**src/rtl/ga_alu_issue.sv**
```systemverilog
// ga_alu_issue: loads word-serial GA operands, issues one ga_alu request, streams the 8-word result back.
package ga_pkg;
    localparam int GaWidth = 32;
    typedef enum logic [3:0] {
        GA_ADD, GA_SUB, GA_MUL, GA_WEDGE, GA_DOT, GA_DUAL, GA_REV, GA_NORM, GA_ROTATE, GA_REFLECT
    } ga_funct_e;
    // Declared MSB-first so a cast to [7:0][W-1:0] puts scalar at word index 0.
    typedef struct packed {
        logic [GaWidth-1:0] trivector, bivector_yz, bivector_xz, bivector_xy, vector_z, vector_y, vector_x, scalar;
    } ga_multivector_t;
endpackage

module ga_alu_issue #(
    parameter int DataWidth     = ga_pkg::GaWidth,
    parameter int TimeoutCycles = 16
) (
    input  logic                     clk_i,
    input  logic                     rst_ni,
    input  logic                     cmd_valid_i,
    output logic                     cmd_ready_o,
    input  ga_pkg::ga_funct_e        cmd_op_i,
    input  logic                     in_valid_i,
    output logic                     in_ready_o,
    input  logic [DataWidth-1:0]     in_data_i,
    output logic                     out_valid_o,
    input  logic                     out_ready_i,
    output logic [DataWidth-1:0]     out_data_o,
    output logic                     out_last_o,
    output logic                     alu_valid_o,
    input  logic                     alu_ready_i,
    output ga_pkg::ga_funct_e        alu_op_o,
    output ga_pkg::ga_multivector_t  alu_a_o,
    output ga_pkg::ga_multivector_t  alu_b_o,
    input  ga_pkg::ga_multivector_t  alu_result_i,
    output logic                     busy_o,
    output logic                     err_o
);
    import ga_pkg::*;
    localparam int TW = $clog2(TimeoutCycles + 1);
    typedef enum logic [2:0] {S_IDLE, S_LOAD_A, S_LOAD_B, S_ISSUE, S_WAIT, S_DRAIN} state_e;
    state_e                    r_state;
    ga_funct_e                 r_op;
    logic [7:0][DataWidth-1:0] r_a, r_b, r_res;
    logic [2:0]                r_cnt;
    logic [TW-1:0]             r_timer;
    logic                      r_seen_low, r_err;
    logic                      w_legal, w_unary;
    assign w_legal     = cmd_op_i <= GA_REFLECT;
    assign w_unary     = r_op == GA_DUAL || r_op == GA_REV || r_op == GA_NORM;
    assign cmd_ready_o = r_state == S_IDLE;
    assign busy_o      = r_state != S_IDLE;
    assign in_ready_o  = r_state == S_LOAD_A || r_state == S_LOAD_B;
    assign alu_valid_o = r_state == S_ISSUE;
    assign out_valid_o = r_state == S_DRAIN;
    assign out_last_o  = r_state == S_DRAIN && r_cnt == 3'd7;
    assign out_data_o  = r_res[r_cnt];
    assign alu_op_o    = r_op;
    assign alu_a_o     = r_a;
    assign alu_b_o     = r_b;
    assign err_o       = r_err;
    always_ff @(posedge clk_i or negedge rst_ni) begin
        if (!rst_ni) begin
            r_state    <= S_IDLE;
            r_op       <= GA_ADD;
            r_a        <= '0;
            r_b        <= '0;
            r_res      <= '0;
            r_cnt      <= '0;
            r_timer    <= '0;
            r_seen_low <= 1'b0;
            r_err      <= 1'b0;
        end else begin
            r_err <= 1'b0;
            case (r_state)
                S_IDLE: if (cmd_valid_i) begin
                    if (w_legal) begin
                        r_op    <= cmd_op_i;
                        r_cnt   <= '0;
                        r_state <= S_LOAD_A;
                    end else begin
                        r_err <= 1'b1;
                    end
                end
                S_LOAD_A: if (in_valid_i) begin
                    r_a[r_cnt] <= in_data_i;
                    r_cnt      <= r_cnt + 3'd1;
                    if (r_cnt == 3'd7) begin
                        if (w_unary) r_b <= '0;
                        r_state <= w_unary ? S_ISSUE : S_LOAD_B;
                    end
                end
                S_LOAD_B: if (in_valid_i) begin
                    r_b[r_cnt] <= in_data_i;
                    r_cnt      <= r_cnt + 3'd1;
                    if (r_cnt == 3'd7) r_state <= S_ISSUE;
                end
                S_ISSUE: if (alu_ready_i) begin
                    r_seen_low <= 1'b0;
                    r_timer    <= '0;
                    r_state    <= S_WAIT;
                end
                S_WAIT: begin
                    // ga_alu must drop ready at least once before its result is trusted.
                    r_timer    <= r_timer + 1'b1;
                    r_seen_low <= r_seen_low | ~alu_ready_i;
                    if (r_seen_low && alu_ready_i) begin
                        r_res   <= alu_result_i;
                        r_state <= S_DRAIN;
                    end else if (r_timer == TW'(TimeoutCycles - 1)) begin
                        r_err   <= 1'b1;
                        r_state <= S_IDLE;
                    end
                end
                S_DRAIN: if (out_ready_i) begin
                    r_cnt <= r_cnt + 3'd1;
                    if (r_cnt == 3'd7) r_state <= S_IDLE;
                end
                default: r_state <= S_IDLE;
            endcase
        end
    end
endmodule

```
**config.mk**
```make
export PLATFORM = sky130hd
export DESIGN_NAME = ga_alu_issue
export DESIGN_NICKNAME = d
export VERILOG_FILES = /design/src/rtl/ga_alu_issue.sv
export SDC_FILE = /design/constraint.sdc
export NUM_CORES = 1
export LEC_CHECK = 0
export ABC_CLOCK_PERIOD_IN_PS = 2700
export BUFFER_PORTS_ARGS = -buffer_cell sky130_fd_sc_hd__clkbuf_2
export CORE_UTILIZATION = 25
export DETAILED_ROUTE_END_ITERATION = 12
export PLACE_DENSITY = 0.5
export SLEW_MARGIN = 20
export SYNTH_ARGS = -nofsm -noshare
export SYNTH_HDL_FRONTEND = slang
export SYNTH_SLANG_ARGS = --single-unit
```
**constraint.sdc**
```tcl
create_clock -name clk_i -period 2.7 [get_ports clk_i]
set_input_delay 0.135 -clock clk_i [delete_from_list [all_inputs] [get_ports clk_i]]
set_output_delay 0.135 -clock clk_i [all_outputs]
set_load 0.005 [all_outputs]
```
==> results.py <==
metrics = {
    "place": {
        "dp_slack_ns": 0.08581,
        "dpl_cell_area_mm2": 0.03804,
        "globalplace.congestion": 0.8077,
        "hpwl_um": 92770,
        "io_buffers": 852,
        "dpl.cell_count": 5011,
    },
    "floorplanning": {
        "dieWidth_um": 355.0,
        "dieArea_mm2": 0.1260,
        "start_util_pct": 25.19,
        "die_y_um": 355.0,
        "num_rows": 129,
        "fp.coreArea_mm2": 0.1236,
        "io-pin-count": 853,
    },
    "global_routing": {
        "track_usage_pct": 20.58,
        "grt_max_degree": 110,
        "grt_overflow": 0,
        "antenna_found_initial": 9,
        "grt_pass1_vias": 25980,
        "grt_pass1_wl_um": 188600,
    },
    "logic_synthesis": {
        "netlist_top_cells_area": "dfrtp_1 (63%), mux2_2 (10%), nand2_1 (9.6%)",
        "ys_ff_latch": 785,
        "synth_fp_nets": 2901,
        "synth_cell_types": 49,
        "synth_seq_area_share_pct": 63.06,
        "yosysWarnings": 0,
        "synthesis.area_mm2": 0.03115,
        "synth_top_area_share_pct": 63.06,
        "async_flop_share_pct": 100.0,
        "synth_edf_count": 0,
        "syn_avg_cell_area_um2": 11.99,
        "synth_flop_cell": "dfrtp_1",
        "yosysTopAreaCell": "dfrtp_1",
        "synthCells": 2599,
    },
    "hold_path": {
        "worst_hold_path.endpoint": "alu_b_o[254]$_DFFE_PN0P_",
        "holdPathStages": 2,
        "hold_path_startpoint": "in_data_i[30]",
        "hold_path.class": "primary input to flop",
    },
    "final_layout": {
        "synthToLayoutAreaGrowth_pct": 42.99,
        "nets": 4075,
        "utilization_pct": 36.03,
        "finalInstanceArea_mm2": 0.04454,
        "drive_gt1_share_pct": 40.02,
        "final_common_cell": "clkbuf_2",
        "final_cell_count_no_fill": 5485,
        "layout_common_cells": "clkbuf_2 (847), nand2_1 (791), dfrtp_1 (782)",
    },
    "setup_path": {
        "rr_endpoint": "alu_b_o[153]$_DFFE_PN0P_",
        "cp_max_fo": 19,
        "critical_path_class": "flop to output pin",
        "startpoint_type": "flop",
        "cp.arrival_ns": 2.50,
        "r2r_start": "r_cnt[1]$_DFFE_PN0P_",
        "r2r_slack_ns": 0.18,
        "crit_path_end_kind": "output pin",
        "worstPathRequired_ns": 2.57,
        "ff2ff_path_depth": 6,
    },
    "detailed_routing": {
        "wl_um": 133400,
        "drc": 0,
        "via_count": 25640,
        "drt_iter0_markers": 1896,
        "wl_per_cell_um": 24.32,
        "drtPass1Iterations": 5,
        "vias_per_cell": 4.675,
        "postRouteAntennaNets": 0,
    },
    "sta": {
        "finalMaxSlewViolations": 0,
        "fmax_ghz": 0.3802,
        "setup_viol": 0,
        "rsz0062_at_grt": "true",
        "tightestPinTransition_ns": 1.106,
        "slew_headroom_pct": 26.00,
        "fin_skew_ns": 0.03346,
        "fin_crit_ns": 2.630,
        "worst_slack_ns": 0.06982,
        "finalCritPeriodShare_pct": 97.41,
        "hold_viol": 0,
    },
    "clock_network": {
        "cts-buffers-inserted": 89,
        "cts_root_buf": "clkbuf_16",
        "clock_path_buffers": 3,
        "htreeDepth": 3,
        "clock_latency_ns": 0.69,
        "cts_tree": "yes",
        "path_clk_slew_ns": 0.06,
        "cts_sinks": 785,
    },
    "power_and_ir_drop": {
        "power_mw": 47.10,
        "ir_drop_mv": 0.6295,
        "power.leakage_nw": 22.96,
        "p_per_area_mw_per_mm2": 1057,
    },
    "outcome": {
        "status": "completed",
    },
    "flow_run": {
        "max-cap-violations": 0,
    },
}
## stage by stage
stage	hold slack [ns]	setup TNS, ns
global route	0.05741	-0.1011
global placement	0.1518	0
finish	0.06637	0
floorplan	-0.1606	0
detailed placement	0.1509	0
CTS	0.007955	-0.05739
## final cells by class
class,instances,area [um2]
fill,12410,79090
sequential,785,19650
multi-input combinational,1606,11040
timing repair buffer,1283,8740
clock buffer,131,2585
tap,1637,2048
clock inverter,28,411.6
inverter,8,50.05
antenna,7,17.52
## registers in the layout (all words and copies together), names as in the netlist
signal      cells
r_res         256
r_timer         5
alu_a_o       256
r_state         3
err_o           1
alu_op_o        4
r_cnt           3
r_seen_low      1
alu_b_o       256
## repair_timing
action,4_1_cts,5_1_grt
setup endpoints to repair,28,24
hold buffers,267,0
setup buffers,27,11
hold endpoints to repair,534,0
gates resized for setup,57,45
cloned,3,1
pin swaps,4,8
## cell families after synthesis
| kind of cell | Yosys count | share of synthesized area (%) |
|---|---|---|
| multiplexers | 321 | 11.97 |
| buffers and inverters | 208 | 3.041 |
| AND/OR/NAND/NOR | 884 | 11.19 |
| AO/OA/AOI/OAI | 397 | 10.58 |
| adder cells (fa/ha/maj) | 4 | 0.1607 |
| flip-flops | 785 | 63.06 |
## metal layers
layer	part of all wire, %	vias up	wire length (um)	track usage, %
li1	-	11360	-	-
met1	42	12890	55550	26.28
met2	46	1128	61170	32.67
met3	7.5	263	10010	5.087
met4	5.0	0	6674	9.621
met5	0	-	0	0
## worst max path at each step
| stage | startpoint | end | slack, ns |
|---|---|---|---|
| finish | r_cnt[1]$_DFFE_PN0P_ | out_data_o[18] | 0.07 |
| global placement | r_cnt[0]$_DFFE_PN0P_ | out_data_o[22] | 0.08 |
| CTS | r_cnt[0]$_DFFE_PN0P_ | out_data_o[22] | -0.03 |
| global route | r_cnt[2]$_DFFE_PN0P_ | out_data_o[22] | -0.03 |
| detailed placement | r_cnt[0]$_DFFE_PN0P_ | out_data_o[22] | 0.09 |
| floorplan | r_cnt[1]$_DFFE_PN0P_ | alu_b_o[10]$_DFFE_PN0P_ | 0.82 |
## synth_stat cells (6+ instances only)
cell type    n
a21oi_1     10
a311oi_1     6
mux4_2      11
mux2_2     289
mux2i_1      9
nand2_1    797
o22ai_1      6
o21ai_0     23
a221oi_1    42
buf_2      130
nor2b_1      7
a22oi_1     33
mux2_1      12
nand3_1      9
nor2_1      37
a22o_1     257
inv_1        7
clkbuf_1    66
o21ai_2      8
dfrtp_1    785
## worst max-delay path, stage by stage (launching register included)
cell and delay (ns):
dfrtp_4 0.52, buf_4 0.18, inv_12 0.13, nor2_1 0.07
buf_4 0.20, a221oi_2 0.34, o2111ai_2 0.21, clkbuf_2 0.16
## power by group
part           internal (mW)  leakage (nW)  switching, mW
clock                   7.09          1.46           5.20
sequential              16.2          10.3           2.74
combinational           7.66          11.2           8.21
Power figures use the tool's default switching activity.
